<file path="config.mk">
export PLATFORM = sky130hd
export DESIGN_NAME = adder_arbiter_flat
export DESIGN_NICKNAME = d
export VERILOG_FILES = /design/src/rtl/adder_arbiter_if.sv /design/src/rtl/adder_arbiter.sv /design/src/flat_wrapper.sv
export SDC_FILE = /design/constraint.sdc
export NUM_CORES = 1
export LEC_CHECK = 0
export ABC_CLOCK_PERIOD_IN_PS = 5050
export CORE_UTILIZATION = 43
export DETAILED_ROUTE_END_ITERATION = 10
export PLACE_DENSITY_LB_ADDON = 0.12
export SYNTH_ARGS = -nofsm -noshare
export SYNTH_HDL_FRONTEND = slang
export SYNTH_SLANG_ARGS = --single-unit
</file>
<file path="constraint.sdc">
create_clock -name clk -period 5.05 [get_ports clk]
set_input_delay 0.505 -clock clk [delete_from_list [all_inputs] [get_ports clk]]
set_output_delay 0.505 -clock clk [all_outputs]
set_load 0.02 [all_outputs]
</file>
<file path="src/rtl/adder_arbiter_if.sv">
`default_nettype none
// ============================================================================
// Module   : adder_arbiter_if
// Purpose  : Two requester ports and one result port of the shared adder.
// Revision : 1.0  initial release
// ============================================================================
interface adder_arbiter_if;
  logic        req0_valid;
  logic [31:0] req0_a;
  logic [31:0] req0_b;
  logic        req0_cin;
  logic        req0_ready;

  logic        req1_valid;
  logic [31:0] req1_a;
  logic [31:0] req1_b;
  logic        req1_cin;
  logic        req1_ready;

  logic        res_valid;
  logic        res_ready;
  logic        res_id;
  logic [31:0] res_sum;
  logic        res_cout;

  modport master (
    output req0_valid, req0_a, req0_b, req0_cin,
    output req1_valid, req1_a, req1_b, req1_cin,
    output res_ready,
    input  req0_ready, req1_ready,
    input  res_valid, res_id, res_sum, res_cout
  );

  modport slave (
    input  req0_valid, req0_a, req0_b, req0_cin,
    input  req1_valid, req1_a, req1_b, req1_cin,
    input  res_ready,
    output req0_ready, req1_ready,
    output res_valid, res_id, res_sum, res_cout
  );
endinterface
`default_nettype wire

</file>
<file path="src/rtl/adder_arbiter.sv">
`default_nettype none
// ============================================================================
// Module   : adder_arbiter
// Purpose  : One 32-bit adder shared by two requesters, registered result.
// Revision : 1.0  initial release
// ============================================================================
module adder_arbiter #(
  parameter int FIXED_PRIO = 0
) (
  input  logic            clk,
  input  logic            rst_n,
  adder_arbiter_if.slave  bus
);

  logic        r_res_valid;
  logic        r_res_id;
  logic        r_res_cout;
  logic [31:0] r_res_sum;
  logic        r_ptr;

  logic        w_slot_free;
  logic        w_prefer1;
  logic        w_pick1;
  logic        w_accept;
  logic [31:0] w_a;
  logic [31:0] w_b;
  logic        w_cin;
  logic [32:0] w_total;

  assign w_slot_free = ~r_res_valid | bus.res_ready;

  // In fixed-priority mode the pointer is folded away and requester 0 always wins a tie.
  assign w_prefer1 = (FIXED_PRIO == 0) ? r_ptr : 1'b0;
  assign w_pick1   = bus.req1_valid & (~bus.req0_valid | w_prefer1);

  // rst_n gates the grant so both readies are low while reset is held.
  assign w_accept  = rst_n & w_slot_free & (bus.req0_valid | bus.req1_valid);

  assign bus.req0_ready = w_accept & ~w_pick1;
  assign bus.req1_ready = w_accept &  w_pick1;

  assign w_a     = w_pick1 ? bus.req1_a   : bus.req0_a;
  assign w_b     = w_pick1 ? bus.req1_b   : bus.req0_b;
  assign w_cin   = w_pick1 ? bus.req1_cin : bus.req0_cin;
  assign w_total = {1'b0, w_a} + {1'b0, w_b} + {32'd0, w_cin};

  always_ff @(posedge clk or negedge rst_n) begin
    if (!rst_n) begin
      r_res_valid <= 1'b0;
      r_res_id    <= 1'b0;
      r_res_cout  <= 1'b0;
      r_res_sum   <= 32'd0;
      r_ptr       <= 1'b0;
    end else if (w_accept) begin
      r_res_valid <= 1'b1;
      r_res_id    <= w_pick1;
      r_res_cout  <= w_total[32];
      r_res_sum   <= w_total[31:0];
      r_ptr       <= ~w_pick1;
    end else if (w_slot_free) begin
      r_res_valid <= 1'b0;
    end
  end

  assign bus.res_valid = r_res_valid;
  assign bus.res_id    = r_res_id;
  assign bus.res_cout  = r_res_cout;
  assign bus.res_sum   = r_res_sum;

endmodule
`default_nettype wire

</file>
<file path="src/flat_wrapper.sv">
// flat-port wrapper written by rule: the top's interface ports become plain ports
module adder_arbiter_flat 
#(
  parameter int FIXED_PRIO = 0
)
  (clk, rst_n, bus_req0_valid, bus_req0_a, bus_req0_b, bus_req0_cin, bus_req1_valid, bus_req1_a, bus_req1_b, bus_req1_cin, bus_res_ready, bus_req0_ready, bus_req1_ready, bus_res_valid, bus_res_id, bus_res_sum, bus_res_cout);
  adder_arbiter_if bus_i ();
  input  logic clk;
  input  logic rst_n;
  input wire logic [$bits(bus_i.req0_valid)-1:0] bus_req0_valid;
  input wire logic [$bits(bus_i.req0_a)-1:0] bus_req0_a;
  input wire logic [$bits(bus_i.req0_b)-1:0] bus_req0_b;
  input wire logic [$bits(bus_i.req0_cin)-1:0] bus_req0_cin;
  input wire logic [$bits(bus_i.req1_valid)-1:0] bus_req1_valid;
  input wire logic [$bits(bus_i.req1_a)-1:0] bus_req1_a;
  input wire logic [$bits(bus_i.req1_b)-1:0] bus_req1_b;
  input wire logic [$bits(bus_i.req1_cin)-1:0] bus_req1_cin;
  input wire logic [$bits(bus_i.res_ready)-1:0] bus_res_ready;
  output wire logic [$bits(bus_i.req0_ready)-1:0] bus_req0_ready;
  output wire logic [$bits(bus_i.req1_ready)-1:0] bus_req1_ready;
  output wire logic [$bits(bus_i.res_valid)-1:0] bus_res_valid;
  output wire logic [$bits(bus_i.res_id)-1:0] bus_res_id;
  output wire logic [$bits(bus_i.res_sum)-1:0] bus_res_sum;
  output wire logic [$bits(bus_i.res_cout)-1:0] bus_res_cout;
  assign bus_i.req0_valid = bus_req0_valid;
  assign bus_i.req0_a = bus_req0_a;
  assign bus_i.req0_b = bus_req0_b;
  assign bus_i.req0_cin = bus_req0_cin;
  assign bus_i.req1_valid = bus_req1_valid;
  assign bus_i.req1_a = bus_req1_a;
  assign bus_i.req1_b = bus_req1_b;
  assign bus_i.req1_cin = bus_req1_cin;
  assign bus_i.res_ready = bus_res_ready;
  assign bus_req0_ready = bus_i.req0_ready;
  assign bus_req1_ready = bus_i.req1_ready;
  assign bus_res_valid = bus_i.res_valid;
  assign bus_res_id = bus_i.res_id;
  assign bus_res_sum = bus_i.res_sum;
  assign bus_res_cout = bus_i.res_cout;
  adder_arbiter #(.FIXED_PRIO(FIXED_PRIO)) u_core (.clk(clk), .rst_n(rst_n), .bus(bus_i));
endmodule
</file>
[Word-level counts from Yosys, hierarchy flattened]
Index checks and enable logic that the tools add are counted.
Operators by class
  $add $sub $neg: 2
  muxes and demuxes: 5
  bitwise operators: 11
  reduce and logical (&&, ||, !) cells: 1
Operators by type and width (count)
  $mux 32: 2
  $add 32x32->33: 1
  $add 33x1->33: 1
  $and 1x1->1: 5
  $mux 1: 3
  $not 1->1: 3
  $or 1x1->1: 3
  $reduce_bool 2->1: 1
Word-level totals
  register bits after elaboration: 36
  input bits: 135
  output and inout port bits: 37
  logic and storage cells: 24

[Longest topological paths before layout]
Gate-level depths: netlist of run 1.
  depth after elaboration: 6
  mapped depth: 15
  gate-level depth less buffers: 13

[Worst setup path before layout of run 1]
No wires, ideal clock.
  kind: input -> register
  from: input bus_req0_valid
  to: register u_core.r_res_sum[26] (netlist: u_core.bus.res_sum[26])
  library setup time: 0.068 ns
  arrival: 3.808 ns
  data required time: 4.982 ns
  path slack: 1.173 ns
  stages: 15
  path buffers: 2
  path through: inv_1 o21ai_1 clkbuf_1 buf_1 mux2i_1 fa_1 inv_1 fa_1 a21o_1 a221oi_2 a31oi_4 a21oi_4 o21ai_2 a311o_1 nand3_1
On the way
  cells in the longest elaborated chain, start to end: 6
  elaborated cells between the ends (all ways): 10
  those cells by class: add/sub (2); mux (3); bitwise (5)
RTL lines
  from (decl): RTL line flat_wrapper.sv:10  | input wire logic [$bits(bus_i.req0_valid)-1:0] bus_req0_valid;
  $not 1->1: RTL line adder_arbiter.sv:34  | assign w_pick1 = bus.req1_valid & (~bus.req0_valid | w_prefer1);
  $or 1x1->1: RTL line adder_arbiter.sv:34
  $and 1x1->1: RTL line adder_arbiter.sv:34
  $mux 32, on equally long branches: RTL line adder_arbiter.sv:42, adder_arbiter.sv:43
  $add 32x32->33: RTL line adder_arbiter.sv:45  | assign w_total = {1'b0, w_a} + {1'b0, w_b} + {32'd0, w_cin};
  $add 33x1->33: RTL line adder_arbiter.sv:45
  to (signal assigned): RTL line adder_arbiter.sv:58  | r_res_sum <= w_total[31:0];
  to (decl): RTL line adder_arbiter.sv:18  | logic [31:0] r_res_sum;
Parallel ways exist; a longest one is shown, timed or not.
A chain may end at the register's enable or synchronous reset.

[Worst setup path after layout of run 1]
  from: input bus_req0_valid
  to: register u_core.r_res_sum[18] (netlist: u_core.bus.res_sum[18])
The elaborated chain is that of the path after synthesis.

==> reports/summary.txt, run 1 <==
Die area: 0.00935 mm2
VDD IR max: 182 uV
Share of post-route cells with drive strength above 1: 14.8%
Worst Setup EP: u_core.bus.res_sum[18]
Seq cells post-synth: 36
PwrDens: 305 mW/mm2
Nets: 774
Reg-to-reg startpoint: u_core.r_ptr
Synth Instances: 444
# Max-Cap Violations: 0
Fin crit period: 4070 ps
Core ar.: 0.00872 mm2
Initial antenna violation count: 0
Worst-path maximum fanout: 16
Worst hold margin: 245 ps
Overall Global Routing Usage: 23.6%
EDFF count, synth: 0
Asr flop ratio synth: 100%
Total CTS buffers: 5
Clock-pin slew on the worst setup and hold paths: 80 ps
DP HPWL: 8880 um
CTS tree: yes
Startpoint Class: input port
Drt total wl: 11100 um
Ports: 172
Critical path's top delay family: compound AO/OA/AOI/OAI gates
Min-delay worst type: input port to async pin
Routed length per placed instance: 15.6 um
Vias in the first global route: 3951
Pins Over Slew Limit: 0
Critical R2R Capture: u_core.bus.res_sum[18]
Ant diodes: 0
Sequential share of the synthesized area: 23.4%
Setup bufs post-CTS: 0
CP cell instances: clkdlybuf4s50_1 > inv_1 > o21ai_4 > mux2i_1 > fa_1 > inv_1 > fa_1 > a21o_1 > a221oi_2 > a31oi_4 > a211oi_2 > o21bai_1 > xnor2_1 > o21ai_0
Predominant post-synthesis flop cell: dfrtp_1
H-tree depth: 2
Global-route wire length before repair: 18300 um
Die Y: 96.7 um
CP required: 5200 ps
Antenna-violating nets left: 0
Syn_nets: 612
DRT iter0 DRCs: 220
CTS Sinks: 36
Setup TNS: 0 ps
Die X: 96.7 um
FP Rows: 34
Pre-antenna DRT Iters: 7
Final worst path period share: 80.5%
Status: complete, no violations
Final hold vios: 0
Buffers on Ports: 171
Worst r2r path cells: 12
CTS Root Cell: clkbuf_8
Number of buffers inserted by hold repair at cts: 0
Fin Clk Skew: 10.1 ps
Worst-Skew Late Latency: 300 ps
Fin util: 66.3%
Synth cell types: 56
Syn Area/Cell: 8.68 um2
P&R area growth vs syn: 50.1%
RSZ-0062 raised after global routing: no
Crit path launch: bus_req0_valid
Largest net degree at the start of global routing: 64
Worst EP arrival: 4220 ps
Worst Tran Pin Value: 623 ps
Fmax: 246 MHz
CP Depth: 14
Final setup fails: 0
GPL Wtd Cong: 0.911
R2r setup slk: 1360 ps
Critical Path Sink Type: flip-flop
Commonest non-fill, non-tap cell in the layout: clkdlybuf4s50_1
Ys Warns: 0
Synth Cell Area: 0.00385 mm2
Leak: 2.41 nW
Bufs and invs on worst path: 3
GRT overflow: 0
Initial Utilization: 44.2%
Clk buf depth: 2
Post-CTS sizing: 0
DRC Markers: 0
CP Class: input port to flip-flop
Most frequent cells in the layout: clkdlybuf4s50_1 (170), mux2_2 (64), nand2_1 (57)
Slew headroom: 58.2%
CP max-delay cell: o21ai_4
Vias per cell: 5.58
Vias post-DR: 3989
Crit path largest cell delay: 490 ps
metal layers:
metal / wire, um / GRT usage [%] / up-vias
li1: - / - / 1942
met1: 4680 / 29.0 / 1873
met2: 5550 / 42.1 / 161
met3: 747 / 4.41 / 13
met4: 159 / 5.86 / 0
met5: 0 / 0 / -
worst min path at each step:
| stage | depth (start not counted) | end | startpoint | slack (ps) |
|---|---|---|---|---|
| global placement | 2 | u_core.bus.res_sum[24] | u_core.bus.res_sum[24] | 460 |
| finish | 2 | u_core.bus.res_cout | rst_n | 250 |
| global route | 2 | u_core.bus.res_cout | rst_n | 300 |
| CTS | 2 | u_core.bus.res_cout | rst_n | 270 |
| detailed placement | 2 | u_core.bus.res_sum[10] | u_core.bus.res_sum[10] | 470 |
| floorplan | 0 | u_core.bus.res_cout | rst_n | 210 |
power by group:
part | switching [mW] | internal, mW
combinational | 0.536 | 0.529
sequential | 0.0551 | 0.383
clock | 0.114 | 0.147
total | 0.705 | 1.06
layout make-up:
type	count	area, um2
inverters	12	45.0
repair buffers	176	1770
well taps	108	135
fillers	747	2940
multi-input cells	375	2830
clock buffers	6	72.6
flip-flops and latches	36	901
clock inverters	2	35.0
flip-flops by register name, indices dropped and copies added, names as in the netlist:
signal                flops
u_core.r_ptr              1
u_core.bus.res_id         1
u_core.bus.res_sum       32
u_core.bus.res_cout       1
u_core.bus.res_valid      1
through the flow:
step	instances	instance area, um2	worst slack [ps]	power (mW)
2_1_floorplan	444	3850	1170	1.07
3_3_place_gp	707	5680	760	1.48
3_5_place_dp	707	5680	672	1.51
4_1_cts	715	5790	956	1.77
5_1_grt	715	5790	733	1.88
6_report	715	5790	984	1.76
kinds of logic (layout without fill, tap and decap cells):
family | count (synthesis) | count (layout) | synth area share (%)
buf+inv | 33 | 196 | 3.63
flops | 36 | 36 | 23.4
simple gates | 125 | 125 | 15.0
xor+xnor | 20 | 20 | 4.54
fa+ha+maj | 33 | 33 | 11.1
compound gates | 130 | 130 | 22.9
mux | 67 | 67 | 19.5
Yosys cell counts (2+ instances only):
master,number,share of area (%)
mux2_2,64,19
nand2_1,57,5.6
o21ai_0,39,5.1
dfrtp_1,36,23
ha_1,31,10
nor2_1,23,2.2
a21oi_1,22,2.9
clkbuf_1,17,1.7
a21o_1,14,2.7
inv_1,12,1.2
xnor2_1,12,2.7
nand3_1,9,1.2
o21a_1,8,1.6
xor2_1,8,1.8
nand2b_1,7,1.1
nor3_1,7,0.91
o211ai_1,6,1.2
o31ai_1,6,1.2
a31oi_1,5,0.81
a211oi_1,4,0.78
and2_1,3,0.49
and3_1,3,0.49
mux2i_1,3,0.78
nand3b_1,3,0.58
nand4_1,3,0.49
o21ai_1,3,0.39
or3_1,3,0.49
a21boi_0,2,0.39
a31oi_4,2,1.1
a32o_1,2,0.52
buf_6,2,0.58
fa_1,2,1.0
nor3b_1,2,0.39
o21bai_1,2,0.39
worst reg2reg max path, stage by stage (launching register included):
cell      delay (ps)
dfrtp_1          410
o21ai_4          480
mux2i_1          320
fa_1             230
inv_1             70
fa_1             400
a21o_1           220
a221oi_2         410
a31oi_4          210
a211oi_2         400
o21bai_1         140
xnor2_1          170
o21ai_0          100
(Power assumes the default switching activity.)
==> inputs of run 2 (changes only) <==
Settings changed: ABC_CLOCK_PERIOD_IN_PS 5050 to 4100.
Clock period 5.05 ns to 4.1 ns, I/O delays scaled along.
==> run 2 against run 1 <==
Compared with the run above: setup slack worse by 690 ps; highest routed layer unchanged; flip-flop and latch count unchanged; power up 23%; hold slack worse by 66 ps; non-clock buffer count up 2; sequential share of layout area about the same; final cell count up 0.28%; clock power up 20%; clock-buffer cell count unchanged; register-to-register slack worse by 810 ps; via count about the same; sequential power up 23%.
==> reports/summary.txt, run 2 (synthesis results as in run 1) <==
Setup bufs post-CTS: 0 (unchanged)
Die area: 0.00935 mm2 (unchanged)
Commonest non-fill, non-tap cell in the layout: clkdlybuf4s50_1
Largest net degree at the start of global routing: 63 (-1.6%)
R2r setup slk: 550 ps (-810 ps)
Global-route wire length before repair: 18100 um (-1.1%)
Drt total wl: 10900 um (-2.4%)
Worst hold margin: 180 ps (-65.6 ps)
Most frequent cells in the layout: clkdlybuf4s50_1 (170), mux2_2 (64), nand2_1 (57)
Die X: 96.7 um (unchanged)
Total CTS buffers: 5 (unchanged)
Pre-antenna DRT Iters: 6 (-1)
Min-delay worst type: input port to async pin
CTS Sinks: 36 (unchanged)
Buffers on Ports: 171 (unchanged)
Worst-path maximum fanout: 25 (+9)
FP Rows: 34 (unchanged)
Clk buf depth: 2 (unchanged)
Worst Slack Setup Final: 296 ps (-688 ps)
CTS Root Cell: clkbuf_8
Vias post-DR: 3986 (-0.075%)
Slew headroom: 59.7% (+1.5 points)
Number of buffers inserted by hold repair at cts: 0 (unchanged)
DRC Markers: 0 (unchanged)
Non-Filler Instances: 717 (+0.28%)
Initial Utilization: 44.2% (unchanged)
Die Y: 96.7 um (unchanged)
Pins Over Slew Limit: 0 (unchanged)
Psw: 0.860 mW (+22%)
Reg-to-reg startpoint: u_core.r_ptr
# Max-Cap Violations: 0 (unchanged)
Fmax: 263 MHz
Critical Path Sink Type: flip-flop
Antenna-violating nets left: 0 (unchanged)
Inst Count DP: 709 (+0.28%)
Worst Tran Pin Value: 601 ps (-22.3 ps)
RSZ-0062 raised after global routing: no
Clk pwr share: 14.5% (-0.3 points)
Ant diodes: 0 (unchanged)
Pint: 1.31 mW (+23%)
Final hold vios: 0 (unchanged)
Leak: 2.42 nW (+0.39%)
Routed length per placed instance: 15.2 um (-2.6%)
Worst slack at placement: 20.1 ps (-652 ps)
Fin crit period: 3800 ps
H-tree depth: 2 (unchanged)
Post-CTS sizing: 0 (unchanged)
PwrDens: 374 mW/mm2 (+23%)
Max FFs per register: 32 (unchanged)
Share of post-route cells with drive strength above 1: 15.1% (+0.28 points)
Worst-Skew Late Latency: 290 ps (about the same)
Seq pwr share: 24.8% (about the same)
CP Class: input port to flip-flop
CTS tree: yes
Ports: 172 (unchanged)
DP HPWL: 8760 um (-1.3%)
Core ar.: 0.00872 mm2 (unchanged)
DRT iter0 DRCs: 172 (-22%)
Overall Global Routing Usage: 23.2% (-0.33 points)
P&R area growth vs syn: 50.5%
Fin Clk Skew: 7.37 ps (-2.72 ps)
CP required: 4280 ps (-920 ps)
Clock-pin slew on the worst setup and hold paths: 80 ps (about the same)
GRT overflow: 0 (unchanged)
Worst EP arrival: 3980 ps (-240 ps)
VDD IR max: 199 uV (+9.0%)
Logic gate share of total power: 60.7% (+0.3 points)
Tot Pwr: 2.17 mW (+23%)
GPL Wtd Cong: 0.832 (-8.7%)
Nets: 776 (+0.26%)
Initial antenna violation count: 0 (unchanged)
Sw frac: 39.7% (-0.26 points)
Vias per cell: 5.56 (-0.35%)
Final worst path period share: 92.8%
Setup TNS: 0 ps (unchanged)
Vias in the first global route: 3889 (-1.6%)
Critical R2R Capture: u_core.bus.res_sum[30]
Worst r2r path cells: 11 (-1)
Final setup fails: 0 (unchanged)
Status: complete, no violations
Startpoint Class: input port
run 2: cell count changes in the layout (fill, tap and decap cells not counted):
| cell | previous run | this run |
|---|---|---|
| buf_4 | 3 | 5 |
run 2: worst max path at each step:
| stage | from | to | slack (ps) | cells after the start |
|---|---|---|---|---|
| floorplan | bus_req0_valid | u_core.bus.res_sum[26] | 320 | 15 |
| global placement | bus_req0_valid | u_core.bus.res_sum[23] | 100 | 13 |
| detailed placement | bus_req0_valid | u_core.bus.res_sum[30] | 20 | 13 |
| CTS | bus_req0_valid | u_core.bus.res_sum[30] | 310 | 13 |
| global route | bus_req0_valid | u_core.bus.res_sum[27] | 170 | 13 |
| finish | bus_req0_valid | u_core.bus.res_sum[30] | 300 | 13 |
run 2: worst max-delay path: stages:
cell	delay [ps]
clkdlybuf4s50_1	470
inv_1	70
o21ai_4	330
buf_12	230
mux2_2	380
fa_1	430
a21o_1	220
a221oi_2	440
a31oi_4	220
a21oi_4	240
o21a_1	200
a211oi_1	90
o31a_1	240
run 2: per-layer routing:
metal / vias to the layer above / global-route usage, % / wire (um)
met4: 0 / 4.94 / 145
met1: 1858 / 29.5 / 4760
met5: - / 0 / 0
li1: 1957 / - / -
met2: 158 / 41.0 / 5350
met3: 13 / 4.19 / 628
run 2: area by class of cell:
cell class / instances / area (um2)
Clock buffer: 6 / 72.6
Clock inverter: 2 / 35.0
Fill cell: 738 / 2920
Inverter: 12 / 45.0
Multi-Input combinational cell: 375 / 2830
Sequential cell: 36 / 901
Tap cell: 108 / 135
Timing Repair Buffer: 178 / 1780
run 2: metrics by stage:
step                      util, %  area (um2)
final                        66.5        5800
after global routing         66.5        5800
after CTS                    66.5        5800
after detailed placement     65.3        5690
after global placement       65.3        5690
after floorplan                 -        3850
run 2: power groups by stage:
stage	Combinational [mW]	Sequential, mW	Clock [mW]
6_report	1.32	0.538	0.313
3_3_place_gp	1.29	0.542	0
5_1_grt	1.42	0.554	0.335
4_1_cts	1.32	0.539	0.319
3_5_place_dp	1.31	0.546	0
2_1_floorplan	0.639	0.681	0
